## src/rtl/uart_pkg.sv

```systemverilog
// Shared types and helpers for the UART transmit framer.
package uart_pkg;

    // Framer FSM states.
    typedef enum logic [1:0] {
        IDLE  = 2'd0,
        ALIGN = 2'd1,
        SEND  = 2'd2
    } state_e;

    // Parity modes, selected by the PARITY_ODD parameter.
    localparam int PAR_EVEN = 0;
    localparam int PAR_ODD  = 1;

    // Total serial bits per frame: start + data + optional parity + stop.
    function automatic int frame_bits(input int data_width, input int parity_en,
                                      input int stop_bits);
        return 1 + data_width + parity_en + stop_bits;
    endfunction

    // Parity bit from the XOR-reduction of the data word.
    function automatic logic parity_of(input logic data_xor, input int mode);
        case (mode)
            PAR_EVEN: return data_xor;
            PAR_ODD:  return ~data_xor;
            default:  return data_xor;
        endcase
    endfunction

endpackage

```

## src/rtl/uart_frame_build.sv

```systemverilog
// Combinational packing of one data word into a serial frame vector.
// Bit 0 is the start bit; the data follows LSB first, then the optional
// parity bit, then the stop bits (all ones) in the top positions.
module uart_frame_build
    import uart_pkg::*;
#(
    parameter int DATA_WIDTH = 8,
    parameter int PARITY_EN  = 0,
    parameter int PARITY_ODD = 0,
    parameter int STOP_BITS  = 1
) (
    input  logic [DATA_WIDTH-1:0]                                      data_i,
    output logic [frame_bits(DATA_WIDTH, PARITY_EN, STOP_BITS)-1:0]    frame_o
);

    // Start low, data, optional parity; everything above stays high as stop bits.
    always_comb begin
        frame_o                 = '1;
        frame_o[0]              = 1'b0;
        frame_o[DATA_WIDTH:1]   = data_i;
        if (PARITY_EN != 0) begin
            frame_o[DATA_WIDTH+1] = parity_of(^data_i, PARITY_ODD);
        end
    end

endmodule

```

## src/rtl/uart_tx_framer.sv

```systemverilog
// UART transmit framer: accepts a word over valid/ready, latches the packed
// frame, gates baud ticks into the external bit-index counter and drives the
// registered serial line from that counter's bit_index.
//
// Handshake: a word transfers on a rising clock edge where tx_valid and
// tx_ready are both high; tx_ready is high exactly while the FSM is IDLE and
// does not depend on tx_valid; tx_data is sampled only on that edge.
module uart_tx_framer
    import uart_pkg::*;
#(
    parameter int DATA_WIDTH  = 8,
    parameter int PARITY_EN   = 0,
    parameter int PARITY_ODD  = 0,
    parameter int STOP_BITS   = 1,
    parameter int INDEX_WIDTH = 4
) (
    input  logic                   clk,
    input  logic                   rst,
    input  logic [DATA_WIDTH-1:0]  tx_data,
    input  logic                   tx_valid,
    output logic                   tx_ready,
    input  logic                   baud_tick,
    input  logic [INDEX_WIDTH-1:0] bit_index,
    output logic                   bit_en,
    output logic                   bit_rst,
    output logic                   tx_out,
    output logic                   tx_active,
    output logic                   frame_done,
    output logic                   index_err,
    output state_e                 state_dbg
);

    localparam int FRAME_BITS = frame_bits(DATA_WIDTH, PARITY_EN, STOP_BITS);

    state_e                state_q, state_d;
    logic [FRAME_BITS-1:0] frame_q, frame_d, frame_new;
    logic                  tx_out_q, tx_out_d;
    logic                  bit_rst_q, bit_rst_d;
    logic                  frame_done_q, frame_done_d;
    logic                  index_err_q, index_err_d;
    logic                  accept, idx_bad, last_bit, cur_bit;

    uart_frame_build #(
        .DATA_WIDTH (DATA_WIDTH),
        .PARITY_EN  (PARITY_EN),
        .PARITY_ODD (PARITY_ODD),
        .STOP_BITS  (STOP_BITS)
    ) u_build (
        .data_i  (tx_data),
        .frame_o (frame_new)
    );

    assign accept   = tx_valid && (state_q == IDLE);
    assign idx_bad  = (int'(bit_index) >= FRAME_BITS);
    assign last_bit = (int'(bit_index) == FRAME_BITS - 1);

    // Select the frame bit addressed by the counter; out-of-range reads idle high.
    always_comb begin
        cur_bit = 1'b1;
        for (int i = 0; i < FRAME_BITS; i++) begin
            if (bit_index == INDEX_WIDTH'(i)) cur_bit = frame_q[i];
        end
    end

    // State and output registers with synchronous reset.
    always_ff @(posedge clk) begin
        if (rst) begin
            state_q      <= IDLE;
            frame_q      <= '1;
            tx_out_q     <= 1'b1;
            bit_rst_q    <= 1'b0;
            frame_done_q <= 1'b0;
            index_err_q  <= 1'b0;
        end else begin
            state_q      <= state_d;
            frame_q      <= frame_d;
            tx_out_q     <= tx_out_d;
            bit_rst_q    <= bit_rst_d;
            frame_done_q <= frame_done_d;
            index_err_q  <= index_err_d;
        end
    end

    // Next-state logic; an out-of-range index aborts the frame back to IDLE.
    always_comb begin
        state_d = state_q;
        unique case (state_q)
            IDLE:    if (accept) state_d = ALIGN;
            ALIGN:   if (baud_tick) state_d = SEND;
            SEND: begin
                if (idx_bad)                    state_d = IDLE;
                else if (baud_tick && last_bit) state_d = IDLE;
            end
            default: state_d = IDLE;
        endcase
    end

    // Output logic: combinational handshake/enable plus next values of registered outputs.
    always_comb begin
        tx_ready     = (state_q == IDLE);
        bit_en       = baud_tick && (state_q == SEND);
        tx_active    = (state_q == ALIGN) || (state_q == SEND);
        frame_d      = frame_q;
        tx_out_d     = tx_out_q;
        bit_rst_d    = 1'b0;
        frame_done_d = 1'b0;
        index_err_d  = index_err_q;
        unique case (state_q)
            IDLE: begin
                tx_out_d = 1'b1;
                if (accept) begin
                    frame_d   = frame_new;
                    bit_rst_d = 1'b1;
                end
            end
            // The start bit begins on the baud edge so it spans a full period.
            ALIGN: if (baud_tick) tx_out_d = 1'b0;
            SEND: begin
                if (idx_bad) begin
                    index_err_d = 1'b1;
                    tx_out_d    = 1'b1;
                end else begin
                    tx_out_d = cur_bit;
                    if (baud_tick && last_bit) frame_done_d = 1'b1;
                end
            end
            default: tx_out_d = 1'b1;
        endcase
    end

    assign bit_rst    = bit_rst_q;
    assign tx_out     = tx_out_q;
    assign frame_done = frame_done_q;
    assign index_err  = index_err_q;
    assign state_dbg  = state_q;

endmodule
```

## config.mk

```make
export PLATFORM = sky130hd
export DESIGN_NAME = uart_tx_framer
export DESIGN_NICKNAME = d
export VERILOG_FILES = /design/src/rtl/uart_pkg.sv /design/src/rtl/uart_frame_build.sv /design/src/rtl/uart_tx_framer.sv
export SDC_FILE = /design/constraint.sdc
export NUM_CORES = 1
export LEC_CHECK = 0
export BUFFER_PORTS_ARGS = -buffer_cell sky130_fd_sc_hd__buf_2
export CORE_MARGIN = 8
export CORE_UTILIZATION = 47
export CTS_BUF_LIST = sky130_fd_sc_hd__clkbuf_8 sky130_fd_sc_hd__clkbuf_16
export DETAILED_ROUTE_END_ITERATION = 12
export PLACE_DENSITY = 0.76
export SYNTH_ARGS = -nofsm -noshare
export SYNTH_HDL_FRONTEND = slang
export SYNTH_SLANG_ARGS = --single-unit
```

## constraint.sdc

```tcl
create_clock -name clk -period 1.85 [get_ports clk]
set_clock_uncertainty 0.15 [all_clocks]
set_input_delay 0.37 -clock clk [delete_from_list [all_inputs] [get_ports clk]]
set_output_delay 0.37 -clock clk [all_outputs]
set_load 0.02 [all_outputs]
```

# Yosys cells after proc, flatten, opt, wreduce, memory -nomap -nowiden
# Index checks and enable logic that the tools add are counted.
dict set report op_classes {
  n_eq_ne 15
  n_lt_le_gt_ge 1
  n_reduce_logical 11
  bitwise 2
  mux 20
}
# op n
set ops {}
lappend ops {{equality test 4 x 3 -> 1 bit, second input constant} 4}
lappend ops {{2-to-1 mux 1 bit} 14}
lappend ops {{equality test 4 bit, second input constant} 3}
lappend ops {{equality test 4 x 2 -> 1 bit, second input constant} 2}
lappend ops {{2-to-1 mux 2 bit} 4}
lappend ops {{case mux 2 bit (3 select lines)} 1}
lappend ops {{equality test 4 x 1 -> 1 bit, second input constant} 1}
lappend ops {{greater-or-equal comparator 4 bit, second input constant} 1}
lappend ops {{zero test 4 bit} 1}
lappend ops {{AND reduction 2 bit} 2}
lappend ops {{logical AND 1 bit} 3}
lappend ops {{inequality test 3 bit, second input constant} 1}
lappend ops {{AND reduction 3 bit} 1}
lappend ops {{OR reduction 3 bit} 1}
lappend ops {{equality test 2 x 1 -> 1 bit, second input constant} 1}
lappend ops {{equality test 2 bit, second input constant} 1}
lappend ops {{zero test 2 bit} 1}
lappend ops {{inequality test 2 x 1 -> 1 bit, second input constant} 1}
lappend ops {{inequality test 2 bit, second input constant} 1}
lappend ops {{inverter 1 bit} 2}
lappend ops {{case mux 1 bit (2 select lines)} 1}
lappend ops {{OR reduction 2 bit} 1}
lappend ops {{logical OR 1 bit} 1}
dict set report word_totals {
  ff_bits 15
  output_inout_bits 9
}

# Longest topological paths before layout
dict set report depth {
  word_depth 13
  depth_mapped 6
  mapped_depth_nobuf 6
}

# By module
# Synthesis repeated with hierarchy kept, for this count alone.
dict set report unflattened {
  cells_unflattened 107
  hier_area_um2 882.1
}
# module cells_each area_each_um2 seq_area_each_um2 instances
set by_module_without_submodules {}
lappend by_module_without_submodules {uart_tx_framer 95 799.5 320.3 1}
lappend by_module_without_submodules {uart_frame_build 12 82.6 0.0 1}

# Worst setup path after synthesis
# No wires, ideal clock.
dict set report synth_path {
  path_kind {flip-flop to flip-flop}
  start {register state_q[1], in the netlist state_dbg[1]}
  end {register state_q[0], in the netlist state_dbg[0]}
  slack_ps 26
  t_arrival_ps 1555
  path_buffers 0
  stages_incl_launch_ff 6
  setup_ps 119
  required_ps 1581
  cell_sequence {dfxtp_1 ha_1 or4b_1 nand4_1 nor2_1 o221a_2}
}
dict set report synth_between {
  elab_chain_cells 4
  word_cells_on_any_way 9
  classes_between {eq/ne (5); mux (1); reduce/logical (3)}
}
# item line_no
set synth_rtl {}
lappend synth_rtl {{start, declared} uart_tx_framer.sv:35} ;# state_e state_q, state_d;
lappend synth_rtl {{start signal, assigned} uart_tx_framer.sv:75} ;# state_q <= state_d;
lappend synth_rtl {{zero test 2 bit} {uart_tx_framer.sv:53, uart_tx_framer.sv:87}}
lappend synth_rtl {{logical AND 1 bit} uart_tx_framer.sv:53} ;# assign accept = tx_valid && (state_q == IDLE);
lappend synth_rtl {{inequality test 2 x 1 -> 1 bit (no line)} -}
lappend synth_rtl {{AND reduction 3 bit (no line)} -}
# Parallel ways exist; a longest one is shown, timed or not.
# A chain may end at the register's enable or synchronous reset.

# Worst setup path after layout
dict set report layout_path {
  start {register state_q[0], in the netlist state_dbg[0]}
  end {output port bit_en}
}
dict set report layout_between {
  elab_chain_cells 2
}
# item line_no
set layout_rtl {}
lappend layout_rtl {{equality test 2 bit} uart_tx_framer.sv:101} ;# bit_en = baud_tick && (state_q == SEND);
lappend layout_rtl {{logical AND 1 bit} uart_tx_framer.sv:101}
lappend layout_rtl {{end, declared} uart_tx_framer.sv:24} ;# output logic bit_en,
# Every way passes these cells.

==> results.md <==
* Status: finished clean
* Crit path DAT at 1.24 ns
* Worst rel slew slack at 0.782
* Post-synth EDFFs at 0
* FF-to-FF Start: state_dbg[1]
* Syn_area_per_cell at between 8 and 9 sq um
* Die Ht at ~55 um
* Root Buffer: clkbuf_8
* Sequential fraction of the synthesis area at 0.417
* Worst setup SP type: flop
* CTS Buf Count at 3
* Largest net degree at the start of global routing at 13
* Global Route met1 Usage at 0.138
* Maxcap violations at 0
* LEAKAGE at ~0.46 nW
* # IOs at 25
* Syn Nets at 104
* FF-to-FF path depth at 5
* Crit path capture type: output pin
* Ant diodes at 0
* Drc violations at 0
* Cells after synthesis at 84
* Number of port buffers at 24
* Final period util at 0.953
* CTS tree: done
* CP Class: reg2out
* WL/cell at ~13 um
* DR iter-0 viols at 10
* Die ar. at roughly 3000 sq um
* Pre-CTS WS at 0.0909 ns
* Core area at around 1500 sq um
* Worst R2R Setup Slack at around 0.14 ns
* Global routing usage on met3 at 0.0588
* Minimum clock period at around 1.8 ns
* DP Wirelength at approximately 1300 um
* Unique masters post-synth at 22
* Synth warn at 0
* Max-slew violation count at 0
* Initial antenna violation count at 0
* Crit path to: bit_en
* VDD IR max at 0.814 mV
* Dominant synthesized flop cell: dfxtp_1
* Met2 Use GR at 0.177
* Clock latency on the worst-skew pair at around 0.25 ns
* Antenna viol nets, final at 0
* Global-route wire length before repair at about 2600 um
* RD Place Congestion at just under 0.9
* Initial Util at 0.489
* Vias/cell at 5.35
* WL final at around 1600 um
* GR Util All Layers at 0.123
* Remaining Overflow, GRT at 0
* Fmax at 567 MHz
* Pwr Density at 956 nW/um^2
* Final worst slack at roughly 0.087 ns
* Endpoints failing setup at 0
* Post-synthesis register bit count at 15
* Final layout net count at about 130
* Largest fanout on the critical path at 4
* GRT busiest layer: met2
* Clock Tree Buf Depth at 2
* Clock Sinks at 15
* Layout area overhead at 29.0%
* Worst-path clk slew at about 0.060 ns
* Final Hold Fails at 0
* Layout cell share with drive strength beyond 1 at 0.336
* Setup TNS at 0 ns
* Layout fillers at approximately 150
* Mapped Area at 719 sq um
* Crit path launch: state_dbg[0]
* TritonRoute pass-1 iters at 4
* Htree depth at 1
* Asr flop ratio synth at 0
* CP Data Required Time at between 1 and 1.5 ns
* Rows at 14
* RSZ-0062 raised after global routing: no
* Post-CTS Setup Repair Bufs at 0
* Die width at approximately 55 um
* FF-to-FF End: state_dbg[0]
* Vias in the first global route at around 630
* Total number of vias at around 700
* Worst slew pin tran at 0.324 ns
* Fin Hold WS at approximately 0.17 ns
* Worst Hold Class: in2reg
## placed cells by master, fill, tap and decap left out
cell      count
nand2_2       1
nand2_1      14
a21oi_1       4
mux4_2        1
dfxtp_1      15
inv_1         7
clkbuf_8      3
a31oi_1       1
nor4_1        1
or4b_1        2
ha_2          1
nand2b_1      2
mux2i_1       2
nand3_1      16
nor2_1        3
o221ai_1      1
o221a_2       1
o31ai_1       2
ha_1          3
nor3b_2       1
a211o_1       1
buf_2        24
mux2_2        1
nand4_1       1
buf_4         4
or2_2         1
## worst min-delay path by stage
stage          startpoint         end  slack, ns  cells past startpoint
2_1_floorplan  frame_q[0]  frame_q[0]       0.27                      2
3_3_place_gp   frame_q[0]  frame_q[0]       0.28                      2
3_5_place_dp   frame_q[0]  frame_q[0]       0.29                      2
4_1_cts               rst     bit_rst       0.17                      2
5_1_grt               rst  frame_done       0.17                      2
6_report              rst     bit_rst       0.17                      2
## through the flow
| stage | utilization | cells | instance area, sq um | power, mW |
|---|---|---|---|---|
| after detailed placement | 0.597 | 125 | 878 | 0.632 |
| after floorplan | - | 84 | 719 | 0.547 |
| after CTS | 0.628 | 129 | 923 | 0.895 |
| final | 0.631 | 129 | 928 | 0.887 |
| after global placement | 0.597 | 125 | 878 | 0.626 |
| after global routing | 0.631 | 129 | 928 | 0.941 |
## where the power goes
| group | total (mW) | internal (mW) | switching (mW) |
|---|---|---|---|
| combinational | 0.246 | 0.104 | 0.142 |
| clock | 0.263 | 0.147 | 0.116 |
| sequential | 0.378 | 0.360 | 0.0178 |
## what timing repair did
action,CTS,global route
endpoints found under the setup margin,0,1
hold buffers,0,0
gates resized for setup,0,2
## cell type report
cell class                 instances  area, sq um  share of cell area
clock buffer                       3         41.3              0.0445
multi-input combinational         60          390               0.420
sequential                        15          300               0.323
inverter                           6         22.5              0.0243
timing repair buffer              28          150               0.162
tap                               16         20.0              0.0216
clock inverter                     1         3.75             0.00404
## metal layers
layer  vias to the layer above  routed length, um
met5                         -                  0
li1                        353                  -
met3                         4                167
met1                       309                761
met4                         0                 51
met2                        24                650
## cells in the mapped netlist (2+ instances only)
master | number | area [sq um]
o31ai_1 | 2 | 15.0
ha_1 | 4 | 50.1
nand2_1 | 15 | 56.3
nor2_1 | 3 | 11.3
mux2i_1 | 2 | 20.0
a21oi_1 | 4 | 20.0
nand2b_1 | 2 | 12.5
clkbuf_1 | 3 | 11.3
nand3_1 | 16 | 80.1
dfxtp_1 | 15 | 300
inv_1 | 6 | 22.5
or4b_1 | 2 | 20.0
## flip-flops by register name (all words and copies together) (netlist names)
name        cells
index_err       1
frame_done      1
frame_q         9
state_dbg       2
bit_rst         1
tx_out          1
## critical path: stages, from the launching register on
cell,delay (ns)
dfxtp_1,0.33
inv_1,0.06
ha_2,0.19
buf_4,0.15
nand2_2,0.08
inv_1,0.04
buf_2,0.15
## cell families after synthesis
family          share of synthesized area
fa+ha+maj                          0.0696
simple gates                        0.294
compound gates                     0.0974
flops                               0.417
mux                                0.0748
buf+inv                            0.0470
(Power assumes the default switching activity.)
